**config.mk**
```make
export PLATFORM = sky130hd
export DESIGN_NAME = mole_hit_detector
export DESIGN_NICKNAME = d
export VERILOG_FILES = /design/src/rtl/mole_pkg.sv /design/src/rtl/switch_debouncer.sv /design/src/rtl/mole_hit_detector.sv
export SDC_FILE = /design/constraint.sdc
export NUM_CORES = 1
export LEC_CHECK = 0
export CORE_MARGIN = 2
export CORE_UTILIZATION = 50
export DETAILED_ROUTE_END_ITERATION = 8
export PLACE_DENSITY = 0.71
export SYNTH_ARGS = -nofsm -noshare
export SYNTH_HDL_FRONTEND = slang
export SYNTH_HIERARCHICAL = 1
export SYNTH_SLANG_ARGS = --single-unit
```
**constraint.sdc**
```tcl
create_clock -name CLK100MHZ -period 4.5 [get_ports CLK100MHZ]
set_input_delay 0.9 -clock CLK100MHZ [delete_from_list [all_inputs] [get_ports CLK100MHZ]]
set_output_delay 0.9 -clock CLK100MHZ [all_outputs]
set_load 0.05 [all_outputs]
```
**src/rtl/mole_pkg.sv**
```systemverilog
// Shared constants, FSM encoding and saturating-add helpers
// for the mole hit detector.
package mole_pkg;

  localparam int N_HOLES  = 8;
  localparam int SCORE_W  = 8;
  localparam int STREAK_W = 6;

  localparam int unsigned SCORE_MAX  = (1 << SCORE_W) - 1;
  localparam int unsigned STREAK_MAX = (1 << STREAK_W) - 1;

  typedef enum logic [1:0] {
    PRIME = 2'd0,
    IDLE  = 2'd1,
    PLAY  = 2'd2
  } state_t;

  function automatic logic [SCORE_W-1:0] score_add(
    input logic [SCORE_W-1:0] a,
    input int unsigned        b
  );
    int unsigned s;
    s = 32'(a) + b;
    if (s > SCORE_MAX) return '1;
    return s[SCORE_W-1:0];
  endfunction

  function automatic logic [STREAK_W-1:0] streak_add(
    input logic [STREAK_W-1:0] a,
    input int unsigned         b
  );
    int unsigned s;
    s = 32'(a) + b;
    if (s > STREAK_MAX) return '1;
    return s[STREAK_W-1:0];
  endfunction

endpackage

```
**src/rtl/switch_debouncer.sv**
```systemverilog
// One switch: 2-flop synchronizer, stability counter, debounced level, strike pulse.
// Ports: clk, rst (sync, high), prime (track level, no strikes), sw (raw), strike (1-cycle).
module switch_debouncer #(
  parameter int DEBOUNCE_CYCLES = 1000000,
  parameter int CNT_W           = 20
) (
  input  logic clk,
  input  logic rst,
  input  logic prime,
  input  logic sw,
  output logic strike
);

  logic             sync1;
  logic             sync2;
  logic             stable;
  logic [CNT_W-1:0] cnt;

  always_ff @(posedge clk) begin
    if (rst) begin
      sync1  <= 1'b0;
      sync2  <= 1'b0;
      stable <= 1'b0;
      cnt    <= '0;
      strike <= 1'b0;
    end else begin
      sync1  <= sw;
      sync2  <= sync1;
      strike <= 1'b0;
      if (prime) begin
        stable <= sync2;
        cnt    <= '0;
      end else if (sync2 == stable) begin
        cnt <= '0;
      end else if (cnt == CNT_W'(DEBOUNCE_CYCLES - 1)) begin
        // new level accepted; either edge direction is a strike
        stable <= sync2;
        cnt    <= '0;
        strike <= 1'b1;
      end else begin
        cnt <= cnt + CNT_W'(1);
      end
    end
  end

endmodule

```
**src/rtl/mole_hit_detector.sv**
```systemverilog
// Debounces player switches, qualifies strikes against lit moles, counts hits/misses.
// Ports: CLK100MHZ, RST_BTN (sync, high), switches, game_active, mole, enable ->
//   hit_pulse, miss_pulse, hit_mask, hits_total, misses_total, streak.
// Optional: define HIT_DETECT_STREAK_EN for the streak counter (else streak = 0).
module mole_hit_detector
  import mole_pkg::*;
#(
  parameter int N_HOLES         = mole_pkg::N_HOLES,
  parameter int DEBOUNCE_CYCLES = 1000000,
  parameter int CNT_W           = 20
) (
  input  logic                CLK100MHZ,
  input  logic                RST_BTN,
  input  logic [N_HOLES-1:0]  switches,
  input  logic                game_active,
  input  logic [N_HOLES-1:0]  mole,
  input  logic                enable,
  output logic [N_HOLES-1:0]  hit_pulse,
  output logic                miss_pulse,
  output logic [N_HOLES-1:0]  hit_mask,
  output logic [SCORE_W-1:0]  hits_total,
  output logic [SCORE_W-1:0]  misses_total,
  output logic [STREAK_W-1:0] streak
);

  state_t             state;
  state_t             state_n;
  logic [CNT_W:0]     prime_cnt;
  logic               game_q;
  logic               prime;
  logic               clear;
  logic               qualify;
  logic [N_HOLES-1:0] strike;
  logic [N_HOLES-1:0] eff_mask;
  logic [N_HOLES-1:0] hits;
  logic [N_HOLES-1:0] miss_vec;
  logic               any_miss;
  int unsigned        hit_cnt;

  for (genvar i = 0; i < N_HOLES; i++) begin : g_deb
    switch_debouncer #(
      .DEBOUNCE_CYCLES(DEBOUNCE_CYCLES),
      .CNT_W          (CNT_W)
    ) u_deb (
      .clk   (CLK100MHZ),
      .rst   (RST_BTN),
      .prime (prime),
      .sw    (switches[i]),
      .strike(strike[i])
    );
  end

  always_ff @(posedge CLK100MHZ) begin
    if (RST_BTN) begin
      state     <= PRIME;
      prime_cnt <= '0;
      game_q    <= 1'b0;
    end else begin
      state     <= state_n;
      game_q    <= game_active;
      prime_cnt <= (state == PRIME) ?
                   prime_cnt + (CNT_W+1)'(1) : '0;
    end
  end

  always_comb begin
    state_n = state;
    prime   = 1'b0;
    clear   = 1'b0;
    qualify = 1'b0;
    unique case (state)
      PRIME: begin
        prime = 1'b1;
        if (prime_cnt == (CNT_W+1)'(DEBOUNCE_CYCLES + 1))
          state_n = IDLE;
      end
      IDLE: begin
        if (game_active && !game_q) begin
          state_n = PLAY;
          clear   = 1'b1;
        end
      end
      PLAY: begin
        if (!game_active) state_n = IDLE;
        else              qualify = 1'b1;
      end
      default: state_n = PRIME;
    endcase
  end

  // enable opens a fresh period: old mask does not block this cycle's strikes
  always_comb begin
    eff_mask = enable ? '0 : hit_mask;
    hits     = strike & mole & ~eff_mask;
    miss_vec = strike & ~mole & ~eff_mask;
    any_miss = |miss_vec;
    hit_cnt  = 0;
    for (int i = 0; i < N_HOLES; i++)
      hit_cnt += 32'(hits[i]);
  end

  always_ff @(posedge CLK100MHZ) begin
    if (RST_BTN || clear) begin
      hit_pulse    <= '0;
      miss_pulse   <= 1'b0;
      hit_mask     <= '0;
      hits_total   <= '0;
      misses_total <= '0;
    end else if (qualify) begin
      hit_pulse    <= hits;
      miss_pulse   <= any_miss;
      hit_mask     <= enable ? hits : (hit_mask | hits);
      hits_total   <= score_add(hits_total, hit_cnt);
      misses_total <= score_add(misses_total,
                                any_miss ? 1 : 0);
    end else begin
      hit_pulse  <= '0;
      miss_pulse <= 1'b0;
    end
  end

`ifdef HIT_DETECT_STREAK_EN
  logic [STREAK_W-1:0] streak_q;

  // a miss wins over hits landing in the same cycle
  always_ff @(posedge CLK100MHZ) begin
    if (RST_BTN || clear)
      streak_q <= '0;
    else if (qualify)
      streak_q <= any_miss ? '0 :
                  streak_add(streak_q, hit_cnt);
  end

  assign streak = streak_q;
`else
  assign streak = '0;
`endif

endmodule

```
### Yosys cells after proc, flatten, opt, wreduce, memory -nomap -nowiden

Cells that the tools add are included.

| operators by class | value |
|---|---|
| magnitude comparators | 2 |
| div/mod/pow operators | 0 |
| shift-type cells | 0 |
| add/sub/neg operators | 18 |
| eq/ne operators | 30 |
| multiply operators | 0 |
| muxes and demuxes | 54 |
| reduce and logical (&&, ||, !) cells | 40 |
| bitwise gates (word level) | 9 |

Operators by type and width:

| operator | number |
|---|---|
| adder 20 x 1 -> 20 bit (second input constant) | 8 |
| equality test 20 bit (second input constant) | 8 |
| two-way mux 8 bit | 6 |
| two-way mux 1 bit | 44 |
| bitwise AND 8 bit | 4 |
| OR reduction 4 bit | 8 |
| OR reduction 3 bit | 8 |
| adder 21 x 1 -> 21 bit (second input constant) | 1 |
| equality test 21 x 20 -> 1 bit (second input constant) | 1 |
| greater-than comparator 9 x 8 -> 1 bit (second input constant) | 2 |
| inequality test 2 bit (second input constant) | 9 |
| NOT 8 bit | 2 |
| AND reduction 2 bit | 8 |
| nonzero test 2 bit | 8 |
| adder 8 x 1 -> 9 bit | 1 |
| adder 8 x 8 -> 9 bit | 1 |
| adder 7 x 1 -> 8 bit | 1 |
| equality test 1 bit | 8 |
| OR 8 bit | 1 |
| OR reduction 8 bit | 1 |
| adder 6 x 1 -> 7 bit | 1 |
| adder 5 x 1 -> 6 bit | 1 |
| two-way mux 2 bit | 3 |
| one-hot mux 2 bit (3 select lines) | 1 |
| 14 further kinds | 17 |

| storage, ports and cells | value |
|---|---|
| RAM bits | 0 |
| flip-flop bits (word level) | 249 |
| latch bits | 0 |
| logic and storage cells | 201 |
| memories | 0 |
| bits in read-only memories | 0 |

### Longest topological paths before layout

| depth | value |
|---|---|
| depth in word-level cells | 16 |
| mapped depth | 13 |
| depth with buffers taken out | 13 |

### Hierarchy

The synthesis kept the hierarchy.

By module, submodules not included:

| module | cells an instance | sequential area each (µm²) | area each (µm²) | instances |
|---|---|---|---|---|
| switch_debouncer at g_deb[0].u_deb ... | 120 | 480.5 | 1,056.0 | 7 |
| mole_hit_detector | 325 | 1,141.1 | 2,866.5 | 1 |
| switch_debouncer at g_deb[7].u_deb | 118 | 480.5 | 1,033.5 | 1 |

### Worst setup path before layout

OpenSTA, ideal clock, no wires.

| timing path | value |
|---|---|
| kind | in2reg |
| start | input enable |
| end | register hits_total[7] |
| data required time | 4.414 ns |
| slack | 0.117 ns |
| arrival | 4.297 ns |
| buffers on the path | 0 |
| stages | 12 |
| cell sequence | nand2b_1 > and3_1 > fa_1 > inv_1 > fa_1 > fa_1 > fa_1 > fa_1 > nand2b_1 > a21oi_1 > and4b_1 > a211oi_1 |

| on the way | value |
|---|---|
| longest elaborated chain between the ends | 16 |

Ends and longest elaborated chain:

| element | line | source |
|---|---|---|
| from (decl) | mole_hit_detector.sv:17 | `input logic enable,` |
| two-way mux 8 bit (*) | mole_hit_detector.sv:93 | `eff_mask = enable ? '0 : hit_mask;` |
| NOT 8 bit (*) | mole_hit_detector.sv:94 | `hits = strike & mole & ~eff_mask;` |
| bitwise AND 8 bit (*) | mole_hit_detector.sv:94 |  |
| named net hits[0] | mole_hit_detector.sv:35 | `logic [N_HOLES-1:0] hits;` |
| adder 1 x 1 -> 2 bit (*) | mole_hit_detector.sv:99 | `hit_cnt += 32'(hits[i]);` |
| adder 2 x 1 -> 3 bit (*) | mole_hit_detector.sv:99 |  |
| adder 3 x 1 -> 4 bit (*) | mole_hit_detector.sv:99 |  |
| adder 4 x 1 -> 5 bit (*) | mole_hit_detector.sv:99 |  |
| adder 5 x 1 -> 6 bit (*) | mole_hit_detector.sv:99 |  |
| adder 6 x 1 -> 7 bit (*) | mole_hit_detector.sv:99 |  |
| adder 7 x 1 -> 8 bit (*) | mole_hit_detector.sv:99 |  |
| adder 8 x 8 -> 9 bit (*) | mole_pkg.sv:23 | `s = 32'(a) + b;` |
| greater-than comparator 9 x 8 -> 1 bit | mole_pkg.sv:24 | `if (s > SCORE_MAX) return '1;` |
| two-way mux 1 bit | mole_pkg.sv:24 |  |
| two-way mux 1 bit | mole_hit_detector.sv:109 | `end else if (qualify) begin` |
| two-way mux 1 bit | mole_hit_detector.sv:103 | `if (RST_BTN \|\| clear) begin` |
| two-way mux 8 bit (*) | mole_pkg.sv:25 | `return s[SCORE_W-1:0];` |
| to (signal assigned) | mole_hit_detector.sv:113 | `hits_total <= score_add(hits_total, hit_cnt);` |
| to (decl) | mole_hit_detector.sv:21 | `output logic [SCORE_W-1:0] hits_total,` |

The timed path passes the listed nets; every way through them passes the cells marked *. The select of a mux whose other input is x is not followed.
A chain may end at the register's enable or synchronous reset.

### Worst setup path after layout

| timing path | value |
|---|---|
| start | input mole[2] |
| end | register hits_total[7] |

| on the way | value |
|---|---|
| longest elaborated chain between the ends | 14 |

Ends and longest elaborated chain:

| element | line | source |
|---|---|---|
| from (decl) | mole_hit_detector.sv:16 | `input logic [N_HOLES-1:0] mole,` |
| bitwise AND 8 bit (*) (2 in a row) | mole_hit_detector.sv:94 |  |
| named net hits[2] | mole_hit_detector.sv:35 |  |
| adder 2 x 1 -> 3 bit (*) | mole_hit_detector.sv:99 |  |
| adder 3 x 1 -> 4 bit (*) | mole_hit_detector.sv:99 |  |
| adder 4 x 1 -> 5 bit (*) | mole_hit_detector.sv:99 |  |
| adder 5 x 1 -> 6 bit (*) | mole_hit_detector.sv:99 |  |
| adder 6 x 1 -> 7 bit (*) | mole_hit_detector.sv:99 |  |
| adder 7 x 1 -> 8 bit (*) | mole_hit_detector.sv:99 |  |
| adder 8 x 8 -> 9 bit (*) | mole_pkg.sv:23 |  |
| greater-than comparator 9 x 8 -> 1 bit | mole_pkg.sv:24 |  |
| two-way mux 1 bit | mole_pkg.sv:24 |  |
| two-way mux 1 bit | mole_hit_detector.sv:109 |  |
| two-way mux 1 bit | mole_hit_detector.sv:103 |  |
| two-way mux 8 bit (*) | mole_pkg.sv:25 |  |

Marked as above.

==> run_results.csv <==
group,metric,value,unit
sta,report.final.slew_viol_count,0,
routing,wirelength,23.1,mm
power,switching_power,0.932,mW
sta,rsz0062_at_grt,"no",
placed_design,io_buffer_count,52,
layout,fin_nets,1386,
layout,layout_commonest_cell,"sky130_fd_sc_hd__dfxtp_1",
placed_design,placedInstanceArea,12000,um2
routing,routed-wl-met3,987,um
routing,topRoutingLayerUsed,"met5",
global_routing,grt_usage,19.3,%
power,cellLeakagePower,3.77,nW
routing,detail_route.vias_per_cell,5.49,
sta,post-route-worst-setup-slack,0.335,ns
die,ios,59,
die,fp.dieW,154,um
power,sequentialPowerShare,47.7,%
power,pwr_density_cell,358,nW/um2
routing,dr_total_vias,9018,
power,sw_frac_of_total,20.0,%
synthesis,synth_area,11300,um2
critical_path,worstSetupEndpointType,"register",
clock_network,htree_levels,1,
global_routing,largest_net_degree_at_the_start_of_global_routing,34,
die,core.rowCount,54,
synthesis,synth-main-ff-cell,"sky130_fd_sc_hd__dfxtp_1",
die,die-area,23800,um2
routing,avgRoutedWirePerCell,14.1,um
die,start_util,51.3,%
routing,met2WireLength,10.7,mm
critical_path,worstPathMaxFanout,4,
die,core_region_area,22000,um2
critical_path,cp.arrival,4.62,ns
sta,finalHoldViolations,0,
synthesis,number_of_instances_in_the_synthesized_netlist,1283,
layout,post-route-cell-area,13000,um2
sta,max_freq,240,MHz
power,vdd_drop_max,0.298,mV
clock_network,clock_tree_from_tritoncts,"yes",
sta,worst_slew_margin_rel,34.1,%
clock_network,clk_path_buf_depth,3,
layout,flow.area_growth_from_synthesis,15.4,%
outcome,run_status,"complete, no violations",
placed_design,hpwl,15.9,mm
die,die_h,154,um
routing,antenna_left,0,
placed_design,post_place_worst_slack,-0.499,ns
synthesis,count_of_state_elements_after_synthesis,249,
clock_network,insertion_delay,0.53,ns
synthesis,yosysWarnings,6,
sta,layout_skew,0.0145,ns
clock_network,cts_hold_buf,0,
routing,drt_iter0_drc,394,
layout,layout_common_cells,"sky130_fd_sc_hd__dfxtp_1 (249), sky130_fd_sc_hd__nor2_1 (210), sky130_fd_sc_hd__xnor2_1 (117)",
sta,finalSetupViolCount,0,
global_routing,grt_pass1_vias,8260,
synthesis,synth_cell_types,57,
routing,wire_length_the_detailed_router_placed_on_met1,10.9,mm
clock_network,post_cts_resize_count,0,
global_routing,antenna_found_initial,1,
sta,timing.final.crit_share,92.6,%
sta,fin_crit,4.16,ns
routing,drcViolationCount,0,
routing,dr.pass1.iters,4,
placed_design,finalWeightedCongestion,0.852,
synthesis,post_synth.cell_area_avg,8.80,um2
clock_network,post-cts-setup-buffer-count,0,
global_routing,grt_pass1_wl,39.1,mm
synthesis,seq_area_frac_synth,44.1,%
critical_path,cp.required,4.95,ns
power,combinationalPowerShare,1.5,%
critical_path,critical_path_source_type,"input pin",
layout,antenna-diode-count,0,
clock_network,cts_root_cell,"sky130_fd_sc_hd__clkbuf_16",
synthesis,synth_edf_count,0,
power,clkPwrFrac,50.8,%
clock_network,cts_sinks,249,
clock_network,clkSlewWorstSetupHoldPaths,0.06,ns
layout,post_route_cells_drive_above_1_share,5.87,%
critical_path,setup.worst_path.class,"in -> reg",
global_routing,grt.overflow.total,0,
hold_path,worst_hold_path_type,"reg -> reg",
clock_network,cts_made_buffers,27,
synthesis,async_set_or_reset_register_ratio_after_synthesis,0,%
power,cellInternalPower,3.73,mW
sta,worstMarginPinSlew,0.988,ns
run,maxCapViolCount,0,
-- stage by stage --
step	total power, mW	setup TNS (ns)	cells	util [%]	hold WS [ns]
finish	4.66	0	1644	59.2	0.436
global route	4.82	0	1644	59.2	0.453
global placement	2.34	-2.97	1594	54.7	0.417
detailed placement	2.34	-3.32	1594	54.7	0.424
CTS	4.72	0	1644	59.1	0.439
floorplan	2.31	0	1288	-	0.414
-- flip-flops by register name, indices dropped and copies added, names as in the netlist --
register	flops
g_deb.u_deb/cnt	160
prime_cnt	21
g_deb.u_deb/stable	8
g_deb.u_deb/strike	8
g_deb.u_deb/sync1	8
g_deb.u_deb/sync2	8
hit_mask	8
hit_pulse	8
hits_total	8
misses_total	8
state	2
game_q	1
miss_pulse	1
-- cell families (layout without fill, tap and decap cells) --
logic type | Yosys count | in the layout | synth area share [%]
other | 1 | 6 | 0.0332
AOI/OAI and AO/OA | 104 | 104 | 6.45
adders and majority gates | 23 | 23 | 2.88
and+or+nand+nor | 656 | 656 | 30.1
xor gates and xnor gates | 140 | 140 | 10.9
buffers and inverters | 88 | 164 | 3.57
muxes | 22 | 22 | 1.95
DFF | 249 | 249 | 44.1
-- Yosys cell counts, drive strengths merged, types with 2 or more instances --
cell type    n  area share (%)
xnor2      117             9.1
nand4       51             3.0
o21bai       7            0.70
and4b        3            0.27
or4b         7            0.62
a211oi       3            0.20
nor2       211             7.0
and3         5            0.28
and4         3            0.23
nand2b       6            0.33
a32oi        8            0.62
o2111ai      8            0.62
a31oi        6            0.33
nor4        56             3.1
ha          18             2.0
or3b         7            0.54
nor4b       15             1.2
o31ai        5            0.33
nor3        53             2.3
inv         53             1.8
fa           5            0.89
nor2b       26             1.4
nand2       89             3.0
clkbuf      10            0.33
buf         25             1.5
or4         17             1.1
nor3b       16             1.1
or2          4            0.22
a41o         2            0.18
nand3b       7            0.47
and3b        2            0.16
nand3       58             2.6
o21ai       17            0.75
xor2        23             1.8
a2111oi      8            0.62
a21oi       31             1.4
mux2i       22             2.0
dfxtp      249              44
o221a        2            0.20
or3         18             1.0
-- worst max-delay path: stages --
cell and delay (ns):
sky130_fd_sc_hd__clkdlybuf4s50_1 0.54, sky130_fd_sc_hd__nand2_1 0.09, sky130_fd_sc_hd__nor2_1 0.13, sky130_fd_sc_hd__fa_1 0.42, sky130_fd_sc_hd__inv_1 0.08, sky130_fd_sc_hd__fa_1 0.42
sky130_fd_sc_hd__fa_1 0.46, sky130_fd_sc_hd__fa_2 0.37, sky130_fd_sc_hd__fa_1 0.40, sky130_fd_sc_hd__nand2b_1 0.19, sky130_fd_sc_hd__a21oi_2 0.21, sky130_fd_sc_hd__and4b_1 0.22
sky130_fd_sc_hd__a211oi_2 0.18
-- routing by layer --
metal | vias to the layer above | GRT usage [%]
met4 | 2 | 5.51
met2 | 163 | 32.3
met3 | 46 | 3.45
met5 | - | 0
li1 | 4646 | -
met1 | 4161 | 25.6
-- final timing paths --
check                        from                    to  slack (ns)  depth (start not counted)
min reg2reg  g_deb[7].u_deb/sync1  g_deb[7].u_deb/sync2        0.44                          1
max                       mole[2]         hits_total[7]        0.34                         13
max reg2reg           hit_mask[0]         hits_total[7]        0.77                         12
min          g_deb[7].u_deb/sync1  g_deb[7].u_deb/sync2        0.44                          1
-- cell type report --
type                       instances  area [um2]
fill                            1924        9000
multi-input combinational        951        5940
sequential                       249        4980
clock buffer                      35         766
timing repair buffer              61         586
tap                              280         350
clock inverter                    15         206
inverter                          53         199
-- power groups by stage --
| stage | combinational (mW) | sequential (mW) | clock, mW |
|---|---|---|---|
| 2_1_floorplan | 0.0393 | 2.27 | 0 |
| 3_3_place_gp | 0.0677 | 2.27 | 0 |
| 3_5_place_dp | 0.0687 | 2.27 | 0 |
| 4_1_cts | 0.0695 | 2.22 | 2.42 |
| 5_1_grt | 0.0749 | 2.22 | 2.52 |
| 6_report | 0.0687 | 2.22 | 2.37 |
Note: power is estimated with default switching activity, not from simulation.
